File: src/rtl/apb_uart_pkg.sv
// ============================================================================
// apb_uart_pkg : register map, bit indices and FSM encodings for apb_uart_lite
// Revision 1.0
// ============================================================================
`default_nettype none

package apb_uart_pkg;

    localparam logic [1:0] REG_DATA   = 2'd0;
    localparam logic [1:0] REG_STATUS = 2'd1;
    localparam logic [1:0] REG_CTRL   = 2'd2;
    localparam logic [1:0] REG_DIV    = 2'd3;

    localparam int ST_TX_FULL    = 0;
    localparam int ST_TX_EMPTY   = 1;
    localparam int ST_RX_VALID   = 2;
    localparam int ST_RX_OVERRUN = 3;
    localparam int ST_FRAME_ERR  = 4;
    localparam int ST_TX_BUSY    = 5;

    localparam int CTRL_TX_EN     = 0;
    localparam int CTRL_RX_EN     = 1;
    localparam int CTRL_RX_IRQ_EN = 2;
    localparam int CTRL_LOOPBACK  = 3;

    typedef enum logic [1:0] {
        TX_IDLE  = 2'd0,
        TX_START = 2'd1,
        TX_DATA  = 2'd2,
        TX_STOP  = 2'd3
    } tx_state_t;

    typedef enum logic [1:0] {
        RX_IDLE  = 2'd0,
        RX_START = 2'd1,
        RX_DATA  = 2'd2,
        RX_STOP  = 2'd3
    } rx_state_t;

endpackage

`default_nettype wire

File: src/rtl/apb_uart_fifo.sv
// ============================================================================
// apb_uart_fifo : synchronous FIFO, power-of-two depth, push/pop legal when full
// Revision 1.0
// ============================================================================
`default_nettype none

module apb_uart_fifo #(
    parameter int P_DEPTH = 4,
    parameter int P_WIDTH = 8
) (
    input  logic               clk,
    input  logic               rst,
    input  logic               push,
    input  logic               pop,
    input  logic [P_WIDTH-1:0] din,
    output logic [P_WIDTH-1:0] dout,
    output logic               full,
    output logic               empty
);

    localparam int AW = (P_DEPTH > 1) ? $clog2(P_DEPTH) : 1;

    logic [P_WIDTH-1:0] mem [P_DEPTH];
    logic [AW-1:0]      wr_ptr;
    logic [AW-1:0]      rd_ptr;
    logic [AW:0]        count;
    logic               do_push;
    logic               do_pop;

    // A pop in the same cycle frees the slot, so a push into a full FIFO still lands.
    assign do_pop  = pop & ~empty;
    assign do_push = push & (~full | do_pop);
    assign full    = (count == (AW+1)'(P_DEPTH));
    assign empty   = (count == '0);
    assign dout    = mem[rd_ptr];

    always_ff @(posedge clk or posedge rst) begin
        if (rst) begin
            wr_ptr <= '0;
            rd_ptr <= '0;
            count  <= '0;
        end else begin
            if (do_push) wr_ptr <= wr_ptr + 1'b1;
            if (do_pop)  rd_ptr <= rd_ptr + 1'b1;
            count <= count + (AW+1)'(do_push) - (AW+1)'(do_pop);
        end
    end

    always_ff @(posedge clk) begin
        if (do_push) mem[wr_ptr] <= din;
    end

endmodule

`default_nettype wire

File: src/rtl/apb_uart_lite.sv
// ============================================================================
// apb_uart_lite : APB2 UART with TX FIFO, single RX holding register, RX IRQ.
// Optional macro APB_UART_LOOPBACK_EN enables internal TX->RX loopback (CTRL[3]).
// Revision 1.0
// ============================================================================
`default_nettype none

module apb_uart_lite #(
    parameter logic [15:0] P_ADDR_START = 16'h0000,
    parameter int          P_TX_DEPTH   = 4
) (
    input  logic        PCLK,
    input  logic        PRESET,
    input  logic        PSEL,
    input  logic [31:0] PADDR,
    input  logic        PENABLE,
    input  logic        PWRITE,
    input  logic [31:0] PWDATA,
    output logic [31:0] PRDATA,
    output logic        TXD,
    input  logic        RXD,
    output logic        IRQ
);

    import apb_uart_pkg::*;

    logic        hit, wr, rd, wr_data, rd_data, wr_status;
    logic [3:0]  ctrl;
    logic [15:0] div;
    logic [7:0]  rx_hold;
    logic        rx_valid, rx_overrun, frame_err, irq;
    logic [5:0]  status;
    logic        loopback;
    logic        fifo_full, fifo_empty;
    logic [7:0]  fifo_dout;
    logic        unused_bits;

    assign unused_bits = &{1'b0, PADDR[1:0], PWDATA[31:16]};

    assign hit       = (PADDR[31:4] == {16'h0000, P_ADDR_START[15:4]});
    assign wr        = PSEL & PENABLE & hit & PWRITE;
    assign rd        = PSEL & PENABLE & hit & ~PWRITE;
    assign wr_data   = wr & (PADDR[3:2] == REG_DATA);
    assign rd_data   = rd & (PADDR[3:2] == REG_DATA);
    assign wr_status = wr & (PADDR[3:2] == REG_STATUS);

`ifdef APB_UART_LOOPBACK_EN
    assign loopback = ctrl[CTRL_LOOPBACK];
`else
    assign loopback = 1'b0;
`endif

    always_ff @(posedge PCLK or posedge PRESET) begin
        if (PRESET) begin
            ctrl <= '0;
            div  <= '0;
        end else if (wr) begin
            if (PADDR[3:2] == REG_CTRL) begin
`ifdef APB_UART_LOOPBACK_EN
                ctrl <= PWDATA[3:0];
`else
                ctrl <= {1'b0, PWDATA[2:0]};
`endif
            end
            if (PADDR[3:2] == REG_DIV) div <= PWDATA[15:0];
        end
    end

    // ---------------- TX path ----------------
    tx_state_t   tx_state, tx_next;
    logic [15:0] tx_cnt, tx_div;
    logic [2:0]  tx_bit;
    logic [7:0]  tx_shift;
    logic        tx_pop, tx_tick, tx_line;

    apb_uart_fifo #(.P_DEPTH(P_TX_DEPTH), .P_WIDTH(8)) u_tx_fifo (
        .clk   (PCLK),
        .rst   (PRESET),
        .push  (wr_data),
        .pop   (tx_pop),
        .din   (PWDATA[7:0]),
        .dout  (fifo_dout),
        .full  (fifo_full),
        .empty (fifo_empty)
    );

    assign tx_tick = (tx_cnt == tx_div);

    always_comb begin
        tx_next = tx_state;
        tx_pop  = 1'b0;
        case (tx_state)
            TX_IDLE: if (ctrl[CTRL_TX_EN] && !fifo_empty) begin
                tx_next = TX_START;
                tx_pop  = 1'b1;
            end
            TX_START: if (tx_tick) tx_next = TX_DATA;
            TX_DATA:  if (tx_tick && tx_bit == 3'd7) tx_next = TX_STOP;
            TX_STOP: if (tx_tick) begin
                if (ctrl[CTRL_TX_EN] && !fifo_empty) begin
                    tx_next = TX_START;
                    tx_pop  = 1'b1;
                end else begin
                    tx_next = TX_IDLE;
                end
            end
            default: tx_next = TX_IDLE;
        endcase
    end

    always_ff @(posedge PCLK or posedge PRESET) begin
        if (PRESET) tx_state <= TX_IDLE;
        else        tx_state <= tx_next;
    end

    // The divisor is latched per bit so a DIV write only acts at the next bit boundary.
    always_ff @(posedge PCLK or posedge PRESET) begin
        if (PRESET) begin
            tx_cnt   <= '0;
            tx_div   <= '0;
            tx_bit   <= '0;
            tx_shift <= '0;
        end else begin
            if (tx_pop) begin
                tx_shift <= fifo_dout;
                tx_bit   <= '0;
            end else if (tx_state == TX_DATA && tx_tick) begin
                tx_shift <= {1'b0, tx_shift[7:1]};
                tx_bit   <= tx_bit + 3'd1;
            end
            if (tx_pop || tx_tick) begin
                tx_cnt <= '0;
                tx_div <= div;
            end else if (tx_state != TX_IDLE) begin
                tx_cnt <= tx_cnt + 16'd1;
            end
        end
    end

    assign tx_line = (tx_state == TX_START) ? 1'b0 :
                     (tx_state == TX_DATA)  ? tx_shift[0] : 1'b1;
    assign TXD     = loopback ? 1'b1 : tx_line;

    // ---------------- RX path ----------------
    rx_state_t   rx_state, rx_next;
    logic [15:0] rx_cnt, rx_div;
    logic [2:0]  rx_bit;
    logic [7:0]  rx_shift;
    logic        rx_s1, rx_s2, rx_prev;
    logic        rx_fall, rx_half, rx_tick, rx_restart, rx_done;
    logic        frame_ok, frame_bad;

    always_ff @(posedge PCLK or posedge PRESET) begin
        if (PRESET) begin
            rx_s1   <= 1'b1;
            rx_s2   <= 1'b1;
            rx_prev <= 1'b1;
        end else begin
            rx_s1   <= loopback ? tx_line : RXD;
            rx_s2   <= rx_s1;
            rx_prev <= rx_s2;
        end
    end

    assign rx_fall = rx_prev & ~rx_s2;
    assign rx_half = (rx_cnt == {1'b0, rx_div[15:1]});
    assign rx_tick = (rx_cnt == rx_div);

    always_comb begin
        rx_next    = rx_state;
        rx_restart = 1'b0;
        rx_done    = 1'b0;
        case (rx_state)
            RX_IDLE: if (ctrl[CTRL_RX_EN] && rx_fall) begin
                rx_next    = RX_START;
                rx_restart = 1'b1;
            end
            RX_START: if (rx_half) begin
                rx_next    = rx_s2 ? RX_IDLE : RX_DATA;
                rx_restart = 1'b1;
            end
            RX_DATA: if (rx_tick) begin
                rx_restart = 1'b1;
                if (rx_bit == 3'd7) rx_next = RX_STOP;
            end
            RX_STOP: if (rx_tick) begin
                rx_next = RX_IDLE;
                rx_done = 1'b1;
            end
            default: rx_next = RX_IDLE;
        endcase
    end

    always_ff @(posedge PCLK or posedge PRESET) begin
        if (PRESET) rx_state <= RX_IDLE;
        else        rx_state <= rx_next;
    end

    always_ff @(posedge PCLK or posedge PRESET) begin
        if (PRESET) begin
            rx_cnt   <= '0;
            rx_div   <= '0;
            rx_bit   <= '0;
            rx_shift <= '0;
        end else begin
            if (rx_restart) begin
                rx_cnt <= '0;
                rx_div <= div;
            end else if (rx_state != RX_IDLE) begin
                rx_cnt <= rx_cnt + 16'd1;
            end
            if (rx_state == RX_START) begin
                rx_bit <= '0;
            end else if (rx_state == RX_DATA && rx_tick) begin
                rx_shift <= {rx_s2, rx_shift[7:1]};
                rx_bit   <= rx_bit + 3'd1;
            end
        end
    end

    assign frame_ok  = rx_done & rx_s2;
    assign frame_bad = rx_done & ~rx_s2;

    // A byte landing on the same cycle as a DATA read replaces the one being read.
    always_ff @(posedge PCLK or posedge PRESET) begin
        if (PRESET) begin
            rx_hold    <= '0;
            rx_valid   <= 1'b0;
            rx_overrun <= 1'b0;
            frame_err  <= 1'b0;
            irq        <= 1'b0;
        end else begin
            if (frame_ok && (!rx_valid || rd_data)) begin
                rx_hold  <= rx_shift;
                rx_valid <= 1'b1;
            end else if (rd_data) begin
                rx_valid <= 1'b0;
            end
            if (frame_ok && rx_valid && !rd_data)      rx_overrun <= 1'b1;
            else if (wr_status && PWDATA[ST_RX_OVERRUN]) rx_overrun <= 1'b0;
            if (frame_bad)                              frame_err <= 1'b1;
            else if (wr_status && PWDATA[ST_FRAME_ERR]) frame_err <= 1'b0;
            irq <= rx_valid & ctrl[CTRL_RX_IRQ_EN];
        end
    end

    assign IRQ = irq;

    assign status = {(tx_state != TX_IDLE), frame_err, rx_overrun, rx_valid,
                     fifo_empty, fifo_full};

    always_comb begin
        PRDATA = '0;
        if (PSEL && hit) begin
            case (PADDR[3:2])
                REG_DATA:   PRDATA[7:0]  = rx_hold;
                REG_STATUS: PRDATA[5:0]  = status;
                REG_CTRL:   PRDATA[3:0]  = ctrl;
                REG_DIV:    PRDATA[15:0] = div;
                default:    PRDATA       = '0;
            endcase
        end
    end

endmodule

`default_nettype wire

File: config.mk
export PLATFORM = sky130hd
export DESIGN_NAME = apb_uart_lite
export DESIGN_NICKNAME = d
export VERILOG_FILES = /design/src/rtl/apb_uart_pkg.sv /design/src/rtl/apb_uart_fifo.sv /design/src/rtl/apb_uart_lite.sv
export SDC_FILE = /design/constraint.sdc
export NUM_CORES = 1
export LEC_CHECK = 0
export ABC_AREA = 0
export BUFFER_PORTS_ARGS = -buffer_cell sky130_fd_sc_hd__buf_2
export CAP_MARGIN = 20
export CORE_ASPECT_RATIO = 1.5
export CORE_MARGIN = 4
export CORE_UTILIZATION = 40
export DETAILED_ROUTE_END_ITERATION = 10
export GPL_TIMING_DRIVEN = 0
export PLACE_DENSITY_LB_ADDON = 0.15
export SLEW_MARGIN = 20
export SYNTH_ARGS = -nofsm -noshare
export SYNTH_HDL_FRONTEND = slang
export SYNTH_SLANG_ARGS = --single-unit
File: constraint.sdc
create_clock -name PCLK -period 7 [get_ports PCLK]
set_input_delay 0.35 -clock PCLK [delete_from_list [all_inputs] [get_ports PCLK]]
set_output_delay 0.35 -clock PCLK [all_outputs]
set_load 0.05 [all_outputs]
==> reports/metrics.csv, run 1 <==
stage,metric,value,unit
clock_network,cts_sinks,163,
yosys,ys.flop_type,dfrtp_1,
setup_path,cp_slowest_cell,nor4_2,
clock_network,cts_root_buffer,clkbuf_16,
clock_network,path_clk_slew,70,ps
sta,worst_pin_slew,753,ps
yosys,synth_edf_count,32,
detailed_routing,drt_iter0_markers,350,
global_routing,overflow,0,
yosys,synthCells,670,
clock_network,clk_latency,420,ps
placement,pre_cts_ws,3430,ps
setup_path,crit_path_end_kind,flip-flop,
yosys,ys_ff_latch,163,
final_layout,layout_common_cells,"128 x dfrtp_1, 74 x buf_2, 73 x nand2_1",
clock_network,cts_htree_levels,4,
yosys,synth_largest_area_cell,dfrtp_1,
setup_path,setup.worst_path.start_class,flip-flop,
power_and_ir_drop,ir_drop,137,µV
sta,max_freq,282,MHz
power_and_ir_drop,p_leak,4.37,nW
final_layout,drive_gt1_share,26.4,%
die,num_rows,63,
final_layout,antenna_cells,0,
clock_network,cts_buffer_depth,2,
sta,drv_slew,0,
setup_path,cpMostUsedCell,xnor2_1,
global_routing,grtUsageTotal,16.0,%
yosys,synth_top_area_share,40.1,%
clock_network,numCtsBuffers,17,
worst_hold_path,hold_class,primary input to flip-flop,
sta,grt_setup_unrepaired,false,
setup_path,cpPeakStageDelay,620,ps
detailed_routing,wire_per_inst,16.3,µm
global_routing,met3_usage,3.23,%
detailed_routing,wl,17100,µm
placement,gp_congestion,0.797,
outcome,outcome,"finished, final reports clean",
setup_path,crit_buf_inv,3,
sta,relSlewSlack,49.8,%
die,coreArea,19700,µm²
detailed_routing,antenna_left,0,
yosys,synth.avg_cell_area,11.9,µm²
detailed_routing,drtPass1Iterations,4,
sta,whs,27.2,ps
setup_path,cp.required,7350,ps
final_layout,final_common_cell,dfrtp_1,
setup_path,crit_path_cell_trace,xnor2_1 > nand4_1 > nor4_2 > a21boi_0 > nor2_1 > buf_4 > ha_1 > inv_1 > ha_1 > inv_1 > fa_1 > xnor2_1 > xnor2_1,
global_routing,grt_pass1_vias,5499,
run,max-cap-violations,0,
yosys,syn-cell-area,7980,µm²
sta,hold_violations,0,
global_routing,met1_usage,18.7,%
global_routing,grt_max_degree,95,
sta,setup_viol,0,
sta,min_period_over_period,50.6,%
die,die_x,123,µm
placement,dpl.hpwl,12800,µm
detailed_routing,vias,5179,
yosys,ys_seq_area_share,53.2,%
global_routing,grt_busiest_layer,met2,
final_layout,fin_nets,869,
die,initial_utilization,40.5,%
clock_network,cts_setup_buffers,0,
clock_network,tritoncts,yes,
global_routing,antenna_found_initial,0,
global_routing,grtUsageMet2,28.5,%
setup_path,worstSetupPathType,flip-flop to flip-flop,
sta,skew,9.14,ps
detailed_routing,avgViaCountPerCell,4.94,
die,io_pins,104,
power_and_ir_drop,power,1.93,mW
setup_path,path_delay_family,simple AND/OR/NAND/NOR gates,
global_routing,grt_first_pass_wirelength,27800,µm
yosys,synthTopCellsByArea,"dfrtp_1 40%, edfxtp_1 12%, mux2_2 7.5%",
setup_path,worstPathArrival,3890,ps
placement,port_buffers,69,
sta,fin_tns_setup,0,ps
sta,worst_slack,3460,ps
die,die_y,181,µm
detailed_routing,drcViolationCount,0,
setup_path,cp_max_fo,10,
clock_network,ctsHoldBuffers,1,
power_and_ir_drop,powerDensity,207,nW/µm²
yosys,ys_types,54,
yosys,synthArstFlopShare,80.4,%
yosys,yosysWarnings,0,
sta,fin_crit,3540,ps
final_layout,synthToLayoutAreaGrowth,16.6,%
setup_path,reg2reg_setup_slack,3460,ps
die,design.die.area,22300,µm²
clock_network,cts_resized,0,
==> cells in the mapped netlist, types with 2 or more instances <==
cell type,count
nand3b_1,2
o31ai_1,2
o21ai_0,8
a21oi_1,4
buf_4,17
o21a_1,2
buf_2,5
o22ai_1,3
nand3_1,12
mux4_2,8
nor2_1,45
clkbuf_1,17
a31oi_1,5
and4_1,2
nand2b_1,3
edfxtp_1,32
mux2_4,10
nand2_1,73
mux2i_1,4
and3_1,19
ha_1,23
or3_1,2
buf_6,4
a222oi_1,3
mux2_1,3
xor2_1,24
nor4_1,7
mux2_2,53
dfstp_2,3
nor3_1,13
dfrtp_1,128
xnor2_1,57
a221oi_1,4
nor3b_1,3
and2_1,7
a22oi_1,3
inv_1,24
or2_2,3
nand4_1,18
==> stage by stage <==
stage / area [µm²] / cells / utilization (%)
floorplan: 8040 / 685 / -
global placement: 8710 / 1014 / 44.2
detailed placement: 8740 / 1015 / 44.4
CTS: 9310 / 1048 / 47.2
global route: 9310 / 1048 / 47.2
finish: 9310 / 1048 / 47.2
==> report_power, final <==
part           internal, mW  switching (mW)  total [mW]
combinational        0.0217          0.0513      0.0730
sequential            0.969        0.000673       0.970
clock                 0.496           0.391       0.887
==> worst register-to-register path, cell delays in order, from the launching register on <==
cell and delay, ps:
dfrtp_1 430, xnor2_1 250, nand4_1 140, nor4_2 620, a21boi_0 250, nor2_1 320
buf_4 260, ha_1 250, inv_1 60, ha_1 130, inv_1 50, fa_1 380
xnor2_1 190, xnor2_1 130
==> cell families after synthesis <==
family                     Yosys count  share of synthesized area [%]
AOI/OAI and AO/OA                   40                           3.65
xor gates and xnor gates            81                           8.89
muxes                               78                           12.5
buffers and inverters               69                           4.72
adders and majority gates           24                           3.86
other                                1                         0.0470
and+or+nand+nor                    214                           13.1
DFF                                163                           53.2
==> registers in the layout, summed over array words and instances, names as in the netlist, 8 cells and up, named ones only <==
| register | cells |
|---|---|
| rx_div | 16 |
| tx_cnt | 16 |
| rx_cnt | 16 |
| rx_shift | 8 |
| tx_shift | 8 |
| div | 16 |
| u_tx_fifo.mem | 32 |
| tx_div | 16 |
| rx_hold | 8 |
==> routing by layer <==
layer	vias up	share of wire [%]
met4	0	2.3
met3	28	3.4
li1	2492	-
met5	-	0
met2	96	54
met1	2563	41
==> cell type report <==
| type | instances | area [µm²] |
|---|---|---|
| Buffer | 45 | 287 |
| Clock buffer | 19 | 433 |
| Clock inverter | 13 | 121 |
| Fill cell | 1844 | 10400 |
| Inverter | 24 | 97.6 |
| Multi-Input combinational cell | 453 | 3420 |
| Sequential cell | 163 | 4240 |
| Tap cell | 260 | 325 |
| Timing Repair Buffer | 71 | 383 |
==> worst paths after layout <==
kind                       cells after the start                            to              startpoint
hold reg to reg                                0               rx_s2$_DFF_PP1_         rx_s1$_DFF_PP1_
min in group asynchronous                      3         tx_div[9]$_DFFE_PP0N_                  PRESET
setup / recovery                              13  u_tx_fifo.count[2]$_DFF_PP0_  tx_cnt[10]$_DFFE_PP0P_
max in group asynchronous                      4               rx_s1$_DFF_PP1_                  PRESET
setup reg to reg                              13  u_tx_fifo.count[2]$_DFF_PP0_  tx_cnt[10]$_DFFE_PP0P_
hold / removal                                 1               rx_s1$_DFF_PP1_                     RXD
(Power assumes the default switching activity.)
==> inputs of run 2 (changes only) <==
--- a/config.mk
+++ b/config.mk
@@ -5,7 +5,7 @@
 export SDC_FILE = /design/constraint.sdc
 export NUM_CORES = 1
 export LEC_CHECK = 0
-export ABC_AREA = 0
+export ABC_AREA = 1
 export BUFFER_PORTS_ARGS = -buffer_cell sky130_fd_sc_hd__buf_2
 export CAP_MARGIN = 20
 export CORE_ASPECT_RATIO = 1.5
==> constraint.sdc (replaced) <==
create_clock -name PCLK -period 3.11 [get_ports PCLK]
set_input_delay 0.1555 -clock PCLK [delete_from_list [all_inputs] [get_ports PCLK]]
set_output_delay 0.1555 -clock PCLK [all_outputs]
set_load 0.05 [all_outputs]
==> run 2 against run 1 <==
Clock power is 130% higher. Register-to-register slack worse by 3200 ps. Final cell count increased by 41%. First-iteration DRC count decreased by 22%. Count of clock-buffer cells in the layout increased by 1. Die area rose by 8.2%. Worst hold slack improved by 110 ps. Sequential share of layout area shrank 4.2 points. Design area up 10%. Critical path depth rose by 5. Routed wire length rose by 20%. Synthesized area grew 8.7%. Critical endpoint unchanged. Highest routed layer unchanged.
==> reports/metrics.csv, run 2 <==
stage,metric,value,unit
clock_network,cts_buffer_depth,2,
yosys,yosysMostFrequentCell,nand2_1,
yosys,synthArstFlopShare,80.4,%
worst_hold_path,hold_class,primary input to flip-flop,
outcome,outcome,"finished, final reports clean",
sta,drv_slew,0,
placement,pre_cts_ws,139,ps
sta,max_freq,353,MHz
placement,port_buffers,69,
worst_hold_path,hp-start,PENABLE,
global_routing,grt_first_pass_wirelength,34300,µm
sta,min_period_over_period,91.2,%
sta,grt_setup_unrepaired,false,
worst_hold_path,min_path_cells,4,
yosys,ys_ff_latch,163,
detailed_routing,wl,20500,µm
die,die_y,188,µm
sta,whs,134,ps
detailed_routing,drt_iter0_markers,274,
die,design.die.area,24200,µm²
final_layout,final_core_util,48.3,%
power_and_ir_drop,powerDensity,433,nW/µm²
die,num_rows,65,
clock_network,cts_sinks,163,
die,coreArea,21200,µm²
clock_network,path_clk_slew,70,ps
yosys,synth_common_cells,"318 x nand2_1, 133 x inv_1, 128 x dfrtp_1",
detailed_routing,drtPass1Iterations,5,
final_layout,final_common_cell,nand2_1,
final_layout,synthToLayoutAreaGrowth,18.2,%
detailed_routing,wire_per_inst,13.9,µm
setup_path,cp_max_fo,10,
setup_path,reg2reg_to,u_tx_fifo.count[2]$_DFF_PP0_,
setup_path,crit_path_end_kind,flip-flop,
global_routing,grt_max_degree,33,
sta,fin_crit,2840,ps
worst_hold_path,min_to,rx_overrun$_DFFE_PP0P_,
sta,skew,11.2,ps
clock_network,clk_latency,430,ps
final_layout,fin_nets,1290,
setup_path,cp.required,3460,ps
yosys,synth_edf_count,32,
setup_path,setup.worst_path.start_class,flip-flop,
setup_path,worstSetupPathType,flip-flop to flip-flop,
yosys,ys_seq_area_share,48.9,%
clock_network,cts_root_buffer,clkbuf_16,
power_and_ir_drop,power,4.44,mW
detailed_routing,avgViaCountPerCell,4.69,
detailed_routing,antenna_left,0,
yosys,synthCells,1071,
detailed_routing,drcViolationCount,0,
yosys,yosysWarnings,0,
power_and_ir_drop,p_leak,4.96,nW
yosys,synth.avg_cell_area,8.10,µm²
sta,fin_tns_setup,0,ps
setup_path,reg2reg_setup_slack,270,ps
setup_path,r2r_cells,18,
setup_path,rr_startpoint,tx_cnt[11]$_DFFE_PP0P_,
yosys,synth_top_area_share,36.9,%
clock_network,cts_setup_buffers,0,
clock_network,tritoncts,yes,
global_routing,grt_pass1_vias,7015,
sta,relSlewSlack,47.6,%
die,initial_utilization,40.9,%
sta,worst_pin_slew,783,ps
power_and_ir_drop,ir_drop,358,µV
yosys,synth_largest_area_cell,dfrtp_1,
placement,gp_congestion,0.839,
die,io_pins,104,
sta,hold_violations,0,
detailed_routing,vias,6930,
final_layout,top_register,u_tx_fifo.mem,
yosys,ys.flop_type,dfrtp_1,
setup_path,worstPathArrival,3190,ps
sta,worst_slack,273,ps
global_routing,overflow,0,
run,max-cap-violations,0,
yosys,synthTopCellsByArea,"dfrtp_1 37%, nand2_1 14%, edfxtp_1 11%",
global_routing,antenna_found_initial,0,
clock_network,cts_htree_levels,4,
sta,setup_viol,0,
die,die_x,128,µm
placement,dpl.hpwl,15500,µm
clock_network,numCtsBuffers,17,
global_routing,grtUsageTotal,17.7,%
final_layout,largest_reg_flops,32,
final_layout,drive_gt1_share,15.0,%
final_layout,layout_common_cells,"318 x nand2_1, 132 x inv_1, 128 x dfrtp_1",
final_layout,antenna_cells,0,
yosys,syn-cell-area,8670,µm²
yosys,ys_types,45,
## run 2: worst max path at each step
stage | startpoint | endpoint | depth (start not counted)
4_1_cts | u_tx_fifo.count[1]$_DFF_PP0_ | u_tx_fifo.count[2]$_DFF_PP0_ | 14
5_1_grt | tx_cnt[5]$_DFFE_PP0P_ | u_tx_fifo.count[2]$_DFF_PP0_ | 17
3_5_place_dp | u_tx_fifo.count[1]$_DFF_PP0_ | u_tx_fifo.count[2]$_DFF_PP0_ | 14
2_1_floorplan | tx_state[0]$_DFFE_PP0P_ | u_tx_fifo.count[2]$_DFF_PP0_ | 14
6_report | tx_cnt[11]$_DFFE_PP0P_ | u_tx_fifo.count[2]$_DFF_PP0_ | 18
3_3_place_gp | u_tx_fifo.count[1]$_DFF_PP0_ | u_tx_fifo.count[2]$_DFF_PP0_ | 14
## run 2: kinds of logic after synthesis
group                    after synthesis  synth area share, %
AND/OR/NAND/NOR                      554                 27.2
other                                  1               0.0432
AO/OA/AOI/OAI                        115                 7.69
flip-flops                           163                 48.9
adder cells (fa/ha/maj)               24                 3.55
buffers and inverters                181                 9.29
XOR/XNOR                              33                 3.33
## run 2: worst max-delay path: stages (launching register included)
cell and delay, ps:
dfrtp_1 380, inv_1 100, nand2_1 70, nand2_1 50, nor2_1 100, nand2_1 110
nor2_2 180, nand3_1 90, nand2_1 80, nand2_2 100, inv_1 120, buf_4 190
ha_1 240, inv_1 60, ha_1 130, inv_1 50, fa_1 370, xnor2_1 170
xor2_1 170
## run 2: power by group
group	internal [mW]	switching, mW	leakage [nW]
Sequential	2.18	0.000886	2.06
Combinational	0.0742	0.140	2.64
Clock	1.14	0.906	0.268
## run 2: cell type report
class / count / area, µm²
Fill cell: 2104 / 11000
Sequential cell: 163 / 4240
Multi-Input combinational cell: 742 / 3690
Timing Repair Buffer: 91 / 606
Inverter: 140 / 529
Clock buffer: 20 / 447
Tap cell: 268 / 335
Buffer: 41 / 280
Clock inverter: 12 / 120
## run 2: timing repair
item,4_1_cts,5_1_grt
endpoints found under the hold margin,59,0
hold buffers,18,0
endpoints found under the setup margin,0,1
resized for setup,0,2
## run 2: metrics by stage
step                      cell area (µm²)  cells
final                               10200   1477
after detailed placement             9490   1427
after CTS                           10200   1477
after floorplan                      8730   1086
after global routing                10200   1477
after global placement               9410   1423
## run 2: routing by layer
metal	global-route usage [%]	routed length, µm	vias up
li1	-	-	3622
met1	20.8	8650	3199
met2	32.3	11000	89
met3	2.98	499	20
met4	5.47	364	0
met5	0	0	-
